### src/rtl/fp_pkg.sv
// Shared definitions for the floating-point adder pipeline.
// Provides the operand classification enum, exponent bias helper, the
// canonical quiet-NaN constant builder and the bit positions of the
// exception flags inside the 4-bit flags word.
package fp_pkg;

  typedef enum logic [1:0] {FP_ZERO, FP_NORM, FP_INF, FP_NAN} fp_class_e;

  // Bit positions in flags = {invalid, overflow, underflow, inexact}
  localparam int FL_INV = 3;
  localparam int FL_OVF = 2;
  localparam int FL_UNF = 1;
  localparam int FL_INX = 0;

  function automatic int bias(input int ew);
    return (1 << (ew - 1)) - 1;
  endfunction

  // Canonical qNaN {0, all-ones exponent, 1, 0...}; callers truncate to
  // their word width.
  function automatic logic [127:0] qnan(input int ew, input int mw);
    logic [127:0] r;
    r = '0;
    for (int i = 0; i < ew; i++) r[mw + i] = 1'b1;
    r[mw - 1] = 1'b1;
    return r;
  endfunction

endpackage

### src/rtl/fp_lzc.sv
// Combinational leading-zero counter.
// Ports: vec   - input vector, MSB first
//        count - number of zeros above the highest set bit (W when vec==0)
module fp_lzc #(
  parameter int W = 8
) (
  input  logic [W-1:0]             vec,
  output logic [$clog2(W+1)-1:0]   count
);

  localparam int CW = $clog2(W + 1);

  // Scanning upwards lets the highest set bit win.
  always_comb begin
    count = CW'(W);
    for (int i = 0; i < W; i++) begin
      if (vec[i]) count = CW'(W - 1 - i);
    end
  end

endmodule

### src/rtl/fadd_pipe.sv
// Four-stage pipelined floating-point adder/subtractor with valid/ready
// handshake, round-to-nearest-even, flush-to-zero and exception flags.
// Ports: clk, rst (sync, active-high)
//        in_valid/in_ready, a, b, sub  - operand side (sub=1: a - b)
//        out_valid/out_ready, out, flags - result side,
//        flags = {invalid, overflow, underflow, inexact}
// All stages advance together whenever the output is empty or drained.
module fadd_pipe
  import fp_pkg::*;
#(
  parameter  int EXP_W = 8,
  parameter  int MAN_W = 23,
  localparam int N     = 1 + EXP_W + MAN_W
) (
  input  logic         clk,
  input  logic         rst,
  input  logic         in_valid,
  output logic         in_ready,
  input  logic [N-1:0] a,
  input  logic [N-1:0] b,
  input  logic         sub,
  output logic         out_valid,
  input  logic         out_ready,
  output logic [N-1:0] out,
  output logic [3:0]   flags
);

  localparam int SW  = MAN_W + 4;            // hidden + fraction + g,r,s
  localparam int W5  = MAN_W + 5;            // SW plus carry
  localparam int LZW = $clog2(SW + 1);
  localparam int XW  = ((EXP_W > LZW) ? EXP_W : LZW) + 2;
  localparam logic [N-1:0] QNAN = N'(qnan(EXP_W, MAN_W));

  function automatic fp_class_e classify(input logic [EXP_W-1:0] e,
                                         input logic [MAN_W-1:0] m);
    if (e == '0) return FP_ZERO;             // subnormals flush here
    if (e == '1) return (m == '0) ? FP_INF : FP_NAN;
    return FP_NORM;
  endfunction

  function automatic logic rne_inc(input logic lsb, input logic g,
                                   input logic rs);
    return g & (rs | lsb);
  endfunction

  // Saturating pack: returns {flags, word}.
  function automatic logic [N+3:0] pack_sat(input logic s,
                                            input logic signed [XW-1:0] e,
                                            input logic [MAN_W-1:0] f,
                                            input logic inx);
    logic signed [XW-1:0] emax;
    logic [3:0]           fl;
    logic [N-1:0]         w;
    emax = XW'({EXP_W{1'b1}});
    fl   = 4'b0;
    if (e >= emax) begin
      w = {s, {EXP_W{1'b1}}, {MAN_W{1'b0}}};
      fl[FL_OVF] = 1'b1;
      fl[FL_INX] = 1'b1;
    end else if (e[XW-1] || e == '0) begin
      w = {s, {(N-1){1'b0}}};
      fl[FL_UNF] = 1'b1;
      fl[FL_INX] = 1'b1;
    end else begin
      w = {s, e[EXP_W-1:0], f};
      fl[FL_INX] = inx;
    end
    return {fl, w};
  endfunction

  logic adv;
  logic vld_p1, vld_p2, vld_p3, vld_p4;

  assign adv       = !vld_p4 || out_ready;
  assign in_ready  = adv;
  assign out_valid = vld_p4;

  always_ff @(posedge clk) begin
    if (rst) {vld_p1, vld_p2, vld_p3, vld_p4} <= '0;
    else if (adv) {vld_p1, vld_p2, vld_p3, vld_p4} <= {in_valid, vld_p1, vld_p2, vld_p3};
  end

  // ---- stage 1: unpack, classify, special cases, magnitude swap ----
  logic             sa, sb, a_big, spc;
  logic [EXP_W-1:0] ea, eb;
  logic [MAN_W-1:0] ma, mb;
  fp_class_e        ca, cb;
  logic [N-1:0]     spc_res;
  logic [3:0]       spc_flg;

  assign sa    = a[N-1];
  assign ea    = a[N-2:MAN_W];
  assign ma    = a[MAN_W-1:0];
  assign sb    = b[N-1] ^ sub;
  assign eb    = b[N-2:MAN_W];
  assign mb    = b[MAN_W-1:0];
  assign ca    = classify(ea, ma);
  assign cb    = classify(eb, mb);
  assign a_big = {ea, ma} >= {eb, mb};

  always_comb begin
    spc     = 1'b1;
    spc_res = '0;
    spc_flg = '0;
    if (ca == FP_NAN || cb == FP_NAN) begin
      spc_res = QNAN;
      spc_flg[FL_INV] = (ca == FP_NAN && !ma[MAN_W-1]) || (cb == FP_NAN && !mb[MAN_W-1]);
    end else if (ca == FP_INF && cb == FP_INF) begin
      if (sa != sb) begin
        spc_res = QNAN;
        spc_flg[FL_INV] = 1'b1;
      end else begin
        spc_res = {sa, {EXP_W{1'b1}}, {MAN_W{1'b0}}};
      end
    end else if (ca == FP_INF) begin
      spc_res = {sa, {EXP_W{1'b1}}, {MAN_W{1'b0}}};
    end else if (cb == FP_INF) begin
      spc_res = {sb, {EXP_W{1'b1}}, {MAN_W{1'b0}}};
    end else if (ca == FP_ZERO && cb == FP_ZERO) begin
      spc_res = {sa & sb, {(N-1){1'b0}}};    // only -0 + -0 stays negative
    end else if (ca == FP_ZERO) begin
      spc_res = {sb, eb, mb};
    end else if (cb == FP_ZERO) begin
      spc_res = {sa, ea, ma};
    end else begin
      spc = 1'b0;
    end
  end

  logic             sx_p1, eff_sub_p1, spc_p1;
  logic [EXP_W-1:0] ex_p1, d_p1;
  logic [MAN_W-1:0] mx_p1, my_p1;
  logic [N-1:0]     spc_res_p1;
  logic [3:0]       spc_flg_p1;

  always_ff @(posedge clk) begin
    if (adv) begin
      sx_p1      <= a_big ? sa : sb;
      ex_p1      <= a_big ? ea : eb;
      d_p1       <= a_big ? ea - eb : eb - ea;
      mx_p1      <= a_big ? ma : mb;
      my_p1      <= a_big ? mb : ma;
      eff_sub_p1 <= sa ^ sb;
      spc_p1     <= spc;
      spc_res_p1 <= spc_res;
      spc_flg_p1 <= spc_flg;
    end
  end

  // ---- stage 2: align smaller significand with sticky collection ----
  int            sh;
  logic [SW-1:0] sigy, mask, aligned;

  always_comb begin
    sh      = (int'(d_p1) > MAN_W + 3) ? MAN_W + 3 : int'(d_p1);
    sigy    = {1'b1, my_p1, 3'b000};
    mask    = (SW'(1) << sh) - SW'(1);
    aligned = (sigy >> sh) | SW'(|(sigy & mask));
  end

  logic             sx_p2, eff_sub_p2, spc_p2;
  logic [EXP_W-1:0] ex_p2;
  logic [MAN_W-1:0] mx_p2;
  logic [SW-1:0]    sigy_p2;
  logic [N-1:0]     spc_res_p2;
  logic [3:0]       spc_flg_p2;

  always_ff @(posedge clk) begin
    if (adv) begin
      sx_p2      <= sx_p1;
      ex_p2      <= ex_p1;
      mx_p2      <= mx_p1;
      sigy_p2    <= aligned;
      eff_sub_p2 <= eff_sub_p1;
      spc_p2     <= spc_p1;
      spc_res_p2 <= spc_res_p1;
      spc_flg_p2 <= spc_flg_p1;
    end
  end

  // ---- stage 3: significand add/subtract (X >= Y, never negative) ----
  logic [W5-1:0] sigx5, sum;

  assign sigx5 = {2'b01, mx_p2, 3'b000};
  assign sum   = eff_sub_p2 ? sigx5 - {1'b0, sigy_p2} : sigx5 + {1'b0, sigy_p2};

  logic             sx_p3, spc_p3;
  logic [EXP_W-1:0] ex_p3;
  logic [W5-1:0]    sum_p3;
  logic [N-1:0]     spc_res_p3;
  logic [3:0]       spc_flg_p3;

  always_ff @(posedge clk) begin
    if (adv) begin
      sx_p3      <= sx_p2;
      ex_p3      <= ex_p2;
      sum_p3     <= sum;
      spc_p3     <= spc_p2;
      spc_res_p3 <= spc_res_p2;
      spc_flg_p3 <= spc_flg_p2;
    end
  end

  // ---- stage 4: normalise, round, pack ----
  logic [LZW-1:0]       lz;
  logic [SW-1:0]        norm;
  logic signed [XW-1:0] ex_s, lz_s, exp_n, exp_r;
  logic [MAN_W+1:0]     rnd;
  logic [MAN_W-1:0]     frac;
  logic                 inx;
  logic [N-1:0]         res4;
  logic [3:0]           flg4;

  fp_lzc #(.W(SW)) u_lzc (.vec(sum_p3[SW-1:0]), .count(lz));

  always_comb begin
    ex_s = XW'(ex_p3);
    lz_s = XW'(lz);
    if (sum_p3[W5-1]) begin
      norm  = {sum_p3[W5-1:2], sum_p3[1] | sum_p3[0]};
      exp_n = ex_s + XW'(1);
    end else begin
      norm  = sum_p3[SW-1:0] << lz;
      exp_n = ex_s - lz_s;
    end
    inx = |norm[2:0];
    rnd = {1'b0, norm[SW-1:3]} + (MAN_W+2)'(rne_inc(norm[3], norm[2], |norm[1:0]));
    if (rnd[MAN_W+1]) begin
      exp_r = exp_n + XW'(1);
      frac  = rnd[MAN_W:1];
    end else begin
      exp_r = exp_n;
      frac  = rnd[MAN_W-1:0];
    end
    if (spc_p3) {flg4, res4} = {spc_flg_p3, spc_res_p3};
    else if (sum_p3 == '0) {flg4, res4} = '0;   // exact cancellation gives +0
    else {flg4, res4} = pack_sat(sx_p3, exp_r, frac, inx);
  end

  always_ff @(posedge clk) begin
    if (rst) begin
      out   <= '0;
      flags <= '0;
    end else if (adv && vld_p3) begin
      out   <= res4;
      flags <= flg4;
    end
  end

endmodule
### config.mk
export PLATFORM = sky130hd
export DESIGN_NAME = fadd_pipe
export DESIGN_NICKNAME = d
export VERILOG_FILES = /design/src/rtl/fp_pkg.sv /design/src/rtl/fp_lzc.sv /design/src/rtl/fadd_pipe.sv
export SDC_FILE = /design/constraint.sdc
export NUM_CORES = 1
export LEC_CHECK = 0
export CAP_MARGIN = 20
export CORE_ASPECT_RATIO = 1.4
export CORE_MARGIN = 1
export CORE_UTILIZATION = 40
export DETAILED_ROUTE_END_ITERATION = 16
export PLACE_DENSITY_LB_ADDON = 0.3
export SYNTH_ARGS = -nofsm -noshare
export SYNTH_HDL_FRONTEND = slang
export SYNTH_SLANG_ARGS = --single-unit
### constraint.sdc
create_clock -name clk -period 20.7 [get_ports clk]
set_input_delay 6.21 -clock clk [delete_from_list [all_inputs] [get_ports clk]]
set_output_delay 6.21 -clock clk [all_outputs]
set_load 0.01 [all_outputs]
[Word-level counts from Yosys, hierarchy flattened]
Index checks and enable logic that the tools add are counted.
Cells by class
  shifts and indexed selects: 3
  bitwise logic cells: 8
  mux-type cells: 76
  order comparisons: 3
  reduce and logical (&&, ||, !) cells: 24
  eq/ne operators: 7
  add/sub/neg operators: 9
Operators with widths (number)
  $mux W32: 9
  $mux W5: 16
  $mux W23: 3
  $mux W31: 2
  $logic_not A23 Y1: 2
  $mux W4: 9
  $ge A31 B31 Y1: 1
  $add A27 B27 Y28: 1
  $logic_not A28 Y1: 1
  $mux W28: 1
  $sub A27 B27 Y28: 1
  $and A27 B27 Y27: 1
  $mux W27: 1
  $or A27 B1 Y27: 1
  $reduce_or A27 Y1: 1
  $shl A1 B8 Y27 const A: 1
  $shl A27 B5 Y27: 1
  $shr A27 B8 Y27: 1
  $sub A27 B2 Y27 const B: 1
  $add A24 B1 Y25: 1
  $mux W8: 3
  $mux W10: 2
  $mux W2: 10
  $mux W1: 19
  22 further kinds: 41
Storage, ports and cells
  register bits after elaboration: 303
  output and inout bits: 38
  input bits: 69

[Logic depth before layout (Yosys ltp)]
  word-level depth: 40
  gate-level depth with buffers: 27
  gate-level depth less buffers: 23

[By module]
From an unflattened synthesis, not the netlist that was laid out.
Unflattened totals
  cells, all modules: 1977
  area, all modules: 19486.2 um^2
By module, submodules not included
  fadd_pipe: cells each 1926, instances 1, area each 19208.4 um^2
  fp_lzc: cells each 51, instances 1, area each 277.8 um^2

[Least setup slack after synthesis]
Ideal clock, no wire load.
  path type: input-to-output
  start: input port out_ready
  end: output port in_ready
  cell stages on the path: 2
  required time: 14.490 ns
  path buffers: 1
  data arrival time: 13.675 ns
  path slack: 0.815 ns
  path through: nand2b_1 -> clkbuf_1
On the way
  word-level cells in the longest chain between the ends: 1
Ends and longest elaborated chain
  start, declared: RTL line fadd_pipe.sv:23  | input logic out_ready,
  $logic_or A1 B1 Y1: RTL line fadd_pipe.sv:74  | assign adv = !vld_p4 || out_ready;
  end, declared: RTL line fadd_pipe.sv:18  | output logic in_ready,
No other way between the ends.

[Worst setup path in the final report]
Ends and elaborated chain as after synthesis.

==> run summary <==
===========================================================================================
Outcome                                                                        finished clean
Setup-violating endpoint count in the final report                                        0
Post-route DRC violation count                                                            0
CP startpoint kind                                                             primary input
RSZ-0062 raised after global routing                                                     no
Die boundary width                                                                   190 um
Worst slew margin relative to its limit                                               0.273
Starting density of the core                                                          0.405
Cts bufs inserted                                                                        30
Mean routed wirelength per cell                                                     22.1 um
Max Clock Skew                                                                      19.5 ps
Post-synthesis instance area                                                     0.0198 mm2
Post-Syn Instances                                                                     2080
Maximum achievable frequency                                                     0.0716 GHz
Via count normalized by instance count                                                 5.85
Site Rows                                                                                96
Global-route wire length before repair                                             93100 um
Yosys cell types                                                                         93
Relative area change from synthesis to final layout                                   13.0%
Number of design-rule violations left by the first detailed-router iteration           1748
Static leakage power                                                             0.00881 uW
Die Span Y                                                                           266 um
Final core occ                                                                        0.458
Number of synthesized flops with an enable pin                                          263
Crit. End Element                                                                output pin
Number of max-slew violations in the final report                                         0
Post-CTS sizing                                                                           0
Sinks on Clock Net                                                                      303
Overall routed net length                                                          61500 um
Yosys warning total                                                                       0
Most used flip-flop cell after synthesis                                           edfxtp_1
Placeable core area                                                              0.0490 mm2
Maximum fanout encountered on the critical timing path                                   41
Required time at the worst-slack endpoint                                          14490 ps
Initial antenna violation count                                                           0
Sequential element share of the synthesized area                                      0.438
Weighted congestion reported at the end of routability-driven placement               0.984
Transition time at the pin with the least slew margin                               1090 ps
Number of global-route vias before repair                                             15.9k
Total number of vias                                                                  16.3k
CTS clock-pin slew for the worst setup and hold paths                                 60 ps
Clock tree from TritonCTS                                                              done
IR Drop Worst-Case VDD                                                            0.0694 mV
Hold Vio Cnt, Final                                                                       0
Hold crit path type                                                            flip-flop to flip-flop
Clock network latency to the later pin of the worst-skew pair                        580 ps
Post-CTS Setup Inserts                                                                    0
Crit share post-route                                                                 0.674
Placed wire-length estimate                                                        46300 um
Overall Global Routing Usage                                                          0.240
CTS root buffer                                                                   clkbuf_16
Iteration count of the initial detailed-routing pass                                      8
Non-filler cells, final                                                                2781
Residual antenna-violating net count after detailed routing                               0
Num ports                                                                               107
Synthesized netlist net count                                                          2248
Hold buffer count at cts                                                                  0
Layout Nets                                                                            2288
Worst setup path class                                                         primary input to output pin
Synthesized flop and latch total                                                        303
Setup total negative slack                                                             0 ps
Maximum buffer depth of the clock tree                                                    3
Maximum level of the CTS H-tree                                                           1
Proportion of layout cells with a drive suffix above 1                               0.0765
Die footprint                                                                    0.0505 mm2
Async set-reset flop share out of synthesis                                               0
Clock period minus final worst setup slack                                         13960 ps
Inst Count DP                                                                          2724
Power density cells                                                              104 mW/mm2
Aggregate global routing overflow                                                         0
Number of buffer cells added on primary ports                                           106
Number of maximum-capacitance constraint violations                                       0
Crit path arrival time                                                              7750 ps
Ant diodes                                                                                0
Average size of a mapped cell                                                      9.54 um2
Maximum number of pins on one net before global-route repair                             99
===========================================================================================
[path summary, 6_finish.rpt]
kind	start	end	slack, ps	cells past startpoint
worst min register to register	spc_res_p2[15]$_DFFE_PN_	spc_res_p3[15]$_DFFE_PN_	420	0
worst max register to register	sum_p3[25]$_DFFE_PN_	out[5]$_SDFFE_PP0P_	12890	23
worst max-delay path	out_ready	in_ready	6740	3
worst min-delay path	spc_res_p2[15]$_DFFE_PN_	spc_res_p3[15]$_DFFE_PN_	420	0
[cells in the final DEF, fill, tap and decap left out, types with 6 or more instances in the layout]
master           count
edfxtp_1           263
nor2_1             207
a21oi_1            176
nand2_1            174
o21ai_0            118
inv_1              114
clkdlybuf4s50_1    106
ha_1                95
mux2i_1             84
nor3_1              45
and3_1              44
a211oi_1            43
nand3_1             40
xnor2_1             40
dfxtp_1             40
mux2_2              38
clkbuf_16           30
nor4_1              27
xor2_1              26
o22ai_1             26
nand4_1             25
nor2b_1             23
buf_4               21
a21o_1              18
o31ai_1             18
o21a_1              17
o211ai_1            17
nand2b_1            16
a31oi_1             16
or3_1               15
or2_2               11
o221ai_1             9
o21bai_1             9
a22oi_1              9
a21boi_0             8
o32ai_2              8
nor3b_1              7
and2_1               6
a221oi_1             6
clkinv_2             6
[layer usage]
layer  vias up  track usage  wire length [um]  part of all wire
met5         -            0                 0                 0
li1       7809            -                 -                 -
met1      7691        0.291             24600              0.40
met3       167       0.0219              3080             0.050
met4         0        0.128              3460             0.056
met2       610        0.418             30300              0.49
[synth_stat cells, types with 19 or more instances]
cell type	count	share of area
nor2b_1	23	0.0073
nand3_1	40	0.010
and3_1	44	0.014
nor4_1	27	0.0085
nand2_1	174	0.033
nor3_1	47	0.012
mux2_2	38	0.022
xor2_1	26	0.011
a211oi_1	43	0.016
buf_2	19	0.0048
xnor2_1	40	0.018
inv_1	114	0.022
a21oi_1	177	0.045
nor2_1	207	0.039
dfxtp_1	40	0.040
mux2i_1	84	0.042
ha_1	95	0.060
edfxtp_1	263	0.40
o22ai_1	26	0.0082
clkbuf_1	83	0.016
nand4_1	25	0.0079
o21ai_0	119	0.030
[metrics by stage]
step           hold slack [ps]  power [uW]  setup slack (ps)  cell area, um2
2_1_floorplan              400        1460               815           19800
3_3_place_gp               403        1750              6720           21400
3_5_place_dp               405        1760              6720           21400
4_1_cts                    417        2330              6730           22400
5_1_grt                    420        2450              6640           22400
6_report                   418        2340              6740           22400
[area by class of cell]
cell class	instances	area, um2
fillers	4637	26600
multi-input cells	1538	10200
flip-flops and latches	303	8700
repair buffers	128	1230
well taps	637	797
clock buffers	33	772
inverters	119	447
clock inverters	23	267
[power by group]
group          switching [uW]  internal [uW]  total [uW]  leakage [uW]
sequential                134            753         887       0.00332
clock                     237            324         561      0.000504
combinational             555            332         887       0.00498
[critical path: stages]
cell and delay, ps:
clkdlybuf4s50_1 450, nand2b_4 450, clkdlybuf4s50_1 640
[flip-flops by register name, indices dropped and copies added (netlist names), 4 cells and up]
| name | cells |
|---|---|
| spc_res_p2 | 32 |
| out | 32 |
| mx_p1 | 23 |
| my_p1 | 23 |
| flags | 4 |
| spc_res_p3 | 32 |
| ex_p1 | 8 |
| mx_p2 | 23 |
| d_p1 | 8 |
| sum_p3 | 28 |
| ex_p3 | 8 |
| spc_res_p1 | 32 |
| ex_p2 | 8 |
| sigy_p2 | 27 |
[kinds of logic after synthesis]
group           share of synthesized area
simple gates                        0.161
compound gates                      0.190
flops                               0.438
buf+inv                            0.0485
mux                                0.0692
fa+ha+maj                          0.0640
xor+xnor                           0.0291
Power figures use the tool's default switching activity.
